`config.mk`:
```
export PLATFORM = sky130hd
export DESIGN_NAME = vend_ctrl
export DESIGN_NICKNAME = d
export VERILOG_FILES = /design/src/rtl/vend_ctrl.sv
export SDC_FILE = /design/constraint.sdc
export NUM_CORES = 1
export LEC_CHECK = 0
export ABC_CLOCK_PERIOD_IN_PS = 9600
export BUFFER_PORTS_ARGS = -buffer_cell sky130_fd_sc_hd__buf_2
export CELL_PAD_IN_SITES_DETAIL_PLACEMENT = 0
export CELL_PAD_IN_SITES_GLOBAL_PLACEMENT = 1
export CORE_UTILIZATION = 25
export CTS_CLUSTER_DIAMETER = 50
export DETAILED_ROUTE_END_ITERATION = 10
export PLACE_DENSITY_LB_ADDON = 0.1
export SLEW_MARGIN = 20
export SYNTH_ARGS = -nofsm -noshare
export SYNTH_HDL_FRONTEND = slang
export SYNTH_SLANG_ARGS = --single-unit
```
`constraint.sdc`:
```
create_clock -name clk -period 9.6 [get_ports clk]
set_input_delay 2.4 -clock clk [delete_from_list [all_inputs] [get_ports clk]]
set_output_delay 2.4 -clock clk [all_outputs]
set_load 0.02 [all_outputs]
```
`src/rtl/vend_ctrl.sv`:
```
// rtl/vend_ctrl.sv - vending machine controller: selection, coin credit, dispense and refund
//
// Purpose: accepts a three-digit snack selection and coins, holds credit up to
// CREDIT_MAX cents, dispenses when the credit covers the latched price and
// returns change or refunds on cancel. Four states: IDLE, PAY, VEND, REFUND.
// Optional feature: define VEND_TIMEOUT_EN to add an idle-payment timeout of
// TIMEOUT_CYCLES clocks in PAY (refund if credit > 0, else back to IDLE).
//
// Ports:
//   clk, rst              clock, asynchronous active-high reset
//   in1, in2, in3         selection digits (in1 does not affect the index)
//   sel_valid             selection complete pulse
//   snack_price[10:0]     lookup result: [10] in stock, [9:0] price, 0 = invalid
//   coin_valid, coin_type coin pulse and value code (5/10/25/100 cents)
//   cancel                refund request pulse
//   inventory[39:0]       stock bits fed to the price lookup, 1 = in stock
//   credit[10:0]          accumulated credit in cents
//   vend, vend_idx        dispense pulse and dispensed index
//   change_valid, change  change/refund pulse and amount
//   coin_reject, err_invalid, err_sold_out  one-cycle error pulses

module vend_ctrl #(
    parameter int CREDIT_MAX     = 1000,
    parameter int TIMEOUT_CYCLES = 100000000
) (
    input  logic        clk,
    input  logic        rst,
    input  logic [3:0]  in1,
    input  logic [3:0]  in2,
    input  logic [3:0]  in3,
    input  logic        sel_valid,
    input  logic [10:0] snack_price,
    input  logic        coin_valid,
    input  logic [1:0]  coin_type,
    input  logic        cancel,
    output logic [39:0] inventory,
    output logic [10:0] credit,
    output logic        vend,
    output logic [5:0]  vend_idx,
    output logic        change_valid,
    output logic [10:0] change,
    output logic        coin_reject,
    output logic        err_invalid,
    output logic        err_sold_out
);

    typedef enum logic [1:0] {S_IDLE, S_PAY, S_VEND, S_REFUND} state_t;

    state_t      state;
    logic [9:0]  price_q;
    logic [5:0]  idx_q;

    // The leading digit only names the machine row family; the index ignores it.
    logic        sel_digit_unused;
    assign sel_digit_unused = ^in1;

    if (TIMEOUT_CYCLES < 2 || CREDIT_MAX > 2047) begin : g_param_check
        $error("vend_ctrl: TIMEOUT_CYCLES must be >= 2 and CREDIT_MAX <= 2047");
    end

    logic [5:0]  sel_idx;
    logic [6:0]  coin_val;
    logic [11:0] coin_sum;
    logic        coin_ok;
    logic [10:0] credit_eff;
    logic        vend_ready;
    logic        sel_accept;

    always_comb begin
        sel_idx = 6'd0;
        case (in2)
            4'd0, 4'd1, 4'd2, 4'd3: sel_idx = {2'b00, in2} * 6'd5 + {3'b000, in3[3:1]};
            4'd4:                   sel_idx = 6'd20 + {2'b00, in3};
            4'd5:                   sel_idx = 6'd30 + {3'b000, in3[3:1]};
            4'd6:                   sel_idx = 6'd35 + {2'b00, in3};
            default:                sel_idx = 6'd0;
        endcase
    end

    always_comb begin
        coin_val = 7'd5;
        case (coin_type)
            2'b00: coin_val = 7'd5;
            2'b01: coin_val = 7'd10;
            2'b10: coin_val = 7'd25;
            2'b11: coin_val = 7'd100;
            default: coin_val = 7'd5;
        endcase
    end

    assign coin_sum   = {1'b0, credit} + {5'b00000, coin_val};
    assign coin_ok    = (coin_sum <= 12'(CREDIT_MAX));
    // Change is paid on the credit including a coin accepted in the same cycle.
    assign credit_eff = (coin_valid && coin_ok) ? coin_sum[10:0] : credit;
    // A selection in PAY takes precedence over dispensing the previous one.
    assign vend_ready = (state == S_PAY) && !sel_valid && (credit >= {1'b0, price_q});
    assign sel_accept = sel_valid && snack_price[10];

`ifdef VEND_TIMEOUT_EN
    logic [31:0] tmo_cnt;
`endif

    always_ff @(posedge clk or posedge rst) begin
        if (rst) begin
            state        <= S_IDLE;
            inventory    <= '1;
            credit       <= '0;
            price_q      <= '0;
            idx_q        <= '0;
            vend         <= 1'b0;
            vend_idx     <= '0;
            change_valid <= 1'b0;
            change       <= '0;
            coin_reject  <= 1'b0;
            err_invalid  <= 1'b0;
            err_sold_out <= 1'b0;
`ifdef VEND_TIMEOUT_EN
            tmo_cnt      <= '0;
`endif
        end else begin
            vend         <= 1'b0;
            vend_idx     <= '0;
            change_valid <= 1'b0;
            change       <= '0;
            coin_reject  <= 1'b0;
            err_invalid  <= 1'b0;
            err_sold_out <= 1'b0;

            case (state)
                S_IDLE, S_PAY: begin
                    if (cancel) begin
                        // A coin arriving with cancel is bounced, never refunded.
                        coin_reject <= coin_valid;
                        if (credit != 11'd0) begin
                            state        <= S_REFUND;
                            change_valid <= 1'b1;
                            change       <= credit;
                        end else begin
                            state <= S_IDLE;
                        end
`ifdef VEND_TIMEOUT_EN
                        tmo_cnt <= '0;
`endif
                    end else begin
                        if (sel_valid) begin
                            if (snack_price == 11'd0) begin
                                err_invalid <= 1'b1;
                            end else if (!snack_price[10]) begin
                                err_sold_out <= 1'b1;
                            end else begin
                                price_q <= snack_price[9:0];
                                idx_q   <= sel_idx;
                                state   <= S_PAY;
                            end
                        end
                        if (coin_valid) begin
                            if (coin_ok) begin
                                credit <= coin_sum[10:0];
                            end else begin
                                coin_reject <= 1'b1;
                            end
                        end
                        if (vend_ready) begin
                            state        <= S_VEND;
                            vend         <= 1'b1;
                            vend_idx     <= idx_q;
                            change_valid <= 1'b1;
                            change       <= credit_eff - {1'b0, price_q};
                        end
`ifdef VEND_TIMEOUT_EN
                        if (state == S_PAY) begin
                            if (sel_accept || (coin_valid && coin_ok)) begin
                                tmo_cnt <= '0;
                            end else begin
                                tmo_cnt <= tmo_cnt + 32'd1;
                                if (!vend_ready && tmo_cnt == 32'(TIMEOUT_CYCLES - 1)) begin
                                    tmo_cnt <= '0;
                                    if (credit != 11'd0) begin
                                        state        <= S_REFUND;
                                        change_valid <= 1'b1;
                                        change       <= credit;
                                    end else begin
                                        state <= S_IDLE;
                                    end
                                end
                            end
                        end
`endif
                    end
                end
                S_VEND: begin
                    coin_reject <= coin_valid;
                    if (idx_q < 6'd40) begin
                        inventory[idx_q] <= 1'b0;
                    end
                    credit <= '0;
                    state  <= S_IDLE;
`ifdef VEND_TIMEOUT_EN
                    tmo_cnt <= '0;
`endif
                end
                S_REFUND: begin
                    coin_reject <= coin_valid;
                    credit      <= '0;
                    state       <= S_IDLE;
`ifdef VEND_TIMEOUT_EN
                    tmo_cnt <= '0;
`endif
                end
                default: state <= S_IDLE;
            endcase
        end
    end

endmodule

```
==> impl_metrics.tcl <==
set metrics [dict create \
    outcome "finished clean" \
    die_area_um2 21540 \
    slew_headroom_pct 40.60 \
    p_per_area_nw_per_um2 233.9 \
    number_of_buffers_inserted_by_post_cts_setup_repair 0 \
    timing.hold.ws_ps 455.4 \
    cts_buffer_count 9 \
    ant_nets 0 \
    number_of_global_route_vias_before_repair 4160 \
    critical_path.most_common_cell "sky130_fd_sc_hd__a21oi_1" \
    critical_path.reg2reg.startpoint "credit[0]" \
    gpl.final_weighted_congestion 0.7330 \
    yosys.area.top_type "sky130_fd_sc_hd__dfrtp_1" \
    postSynthRegisterBits 91 \
    required_time_of_the_critical_path_ps 9820 \
    buffer_ports.inserted 98 \
    clock_path_buffers 2 \
    grt_max_degree 65 \
    dieHeight_um 146.8 \
    worst-path-max-fanout 7 \
    utilization_pct 31.03 \
    async_flop_share_pct 100.0 \
    synthesis.instances 511 \
    path_class "in -> reg" \
    ys_warn_count 0 \
    cts.hold.buffers_added 0 \
    rsz0062_at_grt "no" \
    hold_wc_path_type "reg -> reg" \
    synth.top_cell.area_share_pct 24.36 \
    ys.flop_type "sky130_fd_sc_hd__dfrtp_1" \
    maximum_cell_stage_delay_along_the_critical_path_ps 730 \
    nature_of_the_critical_path_startpoint "input pin" \
    reg2reg_depth 22 \
    max_cap_viol_count 0 \
    start_util_pct 25.72 \
    timing.critical_path.slowest_stage_cell "sky130_fd_sc_hd__a2111oi_0" \
    first_pass_iters 4 \
    number_of_antenna_violations_at_the_first_check_in_global_routing 0 \
    fin_nets 686 \
    place_area_um2 6031 \
    timing.rr.end "change[10]" \
    wl_um 14900 \
    synth-edff-count 0 \
    highest_clock_frequency_the_design_can_meet_mhz 131.9 \
    leakagePower_uw 0.003005 \
    post_synth_instance_area_um2 5239 \
    hold_violations 0 \
    tightestPinTransition_ps 884.2 \
    wl_per_cell_um 16.87 \
    clock_h_tree_levels 3 \
    critPathArrivalTime_ps 7800 \
    netlist-cell-type-count 65 \
    post-dp-hpwl_um 11160 \
    num-fill-cells 2143 \
    setup_violations 0 \
    clk_transition_reported_paths_ps 70 \
    critPathTopFamily "compound AO/OA/AOI/OAI gates" \
    whs_path_depth 1 \
    worst_clock_skew_ps 7.154 \
    worst_hold_path.endpoint "inventory[1]" \
    global_route.usage.total_pct 14.51 \
    synth_area_per_cell_um2 10.25 \
    routed-via-count 4148 \
    hold_path.startpoint "inventory[1]" \
    insertion_delay_ps 350 \
    crit_path_end_kind "flop" \
    ios 103 \
    vias_per_cell 4.698 \
    final.setup.tns_ps 0 \
    chip_width_um 146.8 \
    insertedDiodeCount 0 \
    std_cell_rows 52 \
    area_delta_synth_final_pct 20.61 \
    tritoncts_clock_tree "yes" \
    power.total_uw 1478 \
    first_iter_violations 218 \
    ff2ff_setup_slack_ps 4050 \
    drc 0 \
    irDropWorstVdd_v 0.00007230 \
    synthTopCellsByArea "sky130_fd_sc_hd__dfrtp_1, sky130_fd_sc_hd__dfstp_2, sky130_fd_sc_hd__ha_1, sky130_fd_sc_hd__o21a_1, sky130_fd_sc_hd__o21ai_0" \
    final_worst_path_period_share_pct 78.95 \
    clock_sinks 91 \
    cts_resized 0 \
    clock_tree.root_cell "sky130_fd_sc_hd__clkbuf_16" \
    critical_path_buf_inv_count 4 \
    design.core.area_um2 20360 \
    finish.instance_area_um2 6319 \
    seq_area_frac_synth_pct 44.42 \
    grt.overflow.total 0 \
    syn-num-nets 589 \
    max_slew_vio_count 0 \
    fraction_of_layout_instances_using_a_drive_strength_above_1_pct 30.51 \
    first_pass_grt_wire_length_um 24030 \
    final_period_minus_worst_setup_slack_ps 7579 \
]
## registers in the layout, summed over array words and instances (netlist names)
register,cells
credit,11
err_sold_out,1
coin_reject,1
change_valid,1
state,2
vend,1
inventory,40
vend_idx,6
err_invalid,1
price_q,10
change,11
idx_q,6
## cell families (layout without fill, tap and decap cells)
group | count (synthesis) | after routing | share of synthesized area, %
AO/OA/AOI/OAI | 153 | 153 | 20.16
XOR/XNOR | 20 | 20 | 3.344
adder cells (fa/ha/maj) | 48 | 48 | 11.89
buffers and inverters | 50 | 152 | 3.750
flip-flops | 91 | 91 | 44.42
multiplexers | 14 | 14 | 3.009
AND/OR/NAND/NOR | 135 | 135 | 13.42
## how the worst max path moves through the flow
stage | from | endpoint | slack, ps | cells after the start
final | coin_type[0] | change[10] | 2020 | 26
after global routing | coin_type[0] | change[10] | 1460 | 26
after CTS | coin_type[0] | change[10] | 2040 | 26
after detailed placement | coin_type[0] | change[10] | 1730 | 26
after global placement | coin_type[0] | change[10] | 1780 | 26
after floorplan | coin_type[0] | change[10] | 2770 | 25
## area by class of cell
type,instances,area [um2],area share (%)
clock buffer,9,225.2,3.564
clock inverter,7,62.56,0.9901
inverter,34,130.1,2.059
multi-input combinational,370,2715,42.97
sequential,91,2327,36.83
tap,270,337.8,5.347
timing repair buffer,102,520.5,8.238
## through the flow
step,instances,setup slack (ps)
floorplan,511,2772
global placement,867,1776
detailed placement,867,1733
CTS,883,2040
global route,883,1459
finish,883,2021
## metal layers
metal / vias to the layer above / GRT usage, % / share of wire (%)
met3: 12 / 2.019 / 3.2
met5: - / 0 / 0
met2: 89 / 21.16 / 43
li1: 2024 / - / -
met1: 2023 / 21.84 / 53
met4: 0 / 4.531 / 1.2
## report_power, final
| part | internal [uW] | switching [uW] | total, uW |
|---|---|---|---|
| clock network | 182 | 171 | 353 |
| registers | 435 | 69.7 | 505 |
| logic | 258 | 362 | 620 |
## synthesized netlist by cell type (3+ instances only)
master and number:
sky130_fd_sc_hd__dfrtp_1 51, sky130_fd_sc_hd__ha_1 45, sky130_fd_sc_hd__dfstp_2 40, sky130_fd_sc_hd__inv_1 34, sky130_fd_sc_hd__o21ai_0 34, sky130_fd_sc_hd__nand2_1 33, sky130_fd_sc_hd__nor2_1 33, sky130_fd_sc_hd__o21a_1 27
sky130_fd_sc_hd__a21oi_1 25, sky130_fd_sc_hd__a21boi_0 16, sky130_fd_sc_hd__mux2_2 14, sky130_fd_sc_hd__clkbuf_1 13, sky130_fd_sc_hd__xnor2_1 10, sky130_fd_sc_hd__xor2_1 10, sky130_fd_sc_hd__and2_1 9, sky130_fd_sc_hd__nand3_1 9
sky130_fd_sc_hd__nor3_1 9, sky130_fd_sc_hd__a21o_1 6, sky130_fd_sc_hd__nor4_1 5, sky130_fd_sc_hd__nor2b_1 4, sky130_fd_sc_hd__o211ai_1 4, sky130_fd_sc_hd__o31ai_1 4, sky130_fd_sc_hd__or2_2 4, sky130_fd_sc_hd__or3_1 4
sky130_fd_sc_hd__a211oi_1 3, sky130_fd_sc_hd__a31oi_1 3, sky130_fd_sc_hd__and3_1 3, sky130_fd_sc_hd__fa_1 3, sky130_fd_sc_hd__nand2b_1 3, sky130_fd_sc_hd__nand3b_1 3, sky130_fd_sc_hd__nor3b_1 3, sky130_fd_sc_hd__o221ai_1 3
sky130_fd_sc_hd__o41ai_1 3
## cell usage in the layout, fill, tap and decap left out, drive strengths merged, types with 9 or more instances in the layout
cell	count
dfstp	40
ha	45
inv	40
nand3	9
o21ai	36
buf	102
o21a	27
mux2	14
a21oi	25
nor3	9
nor2	33
xnor2	10
and2	9
nand2	33
dfrtp	51
xor2	10
a21boi	17
clkbuf	9
(Power assumes the default switching activity.)
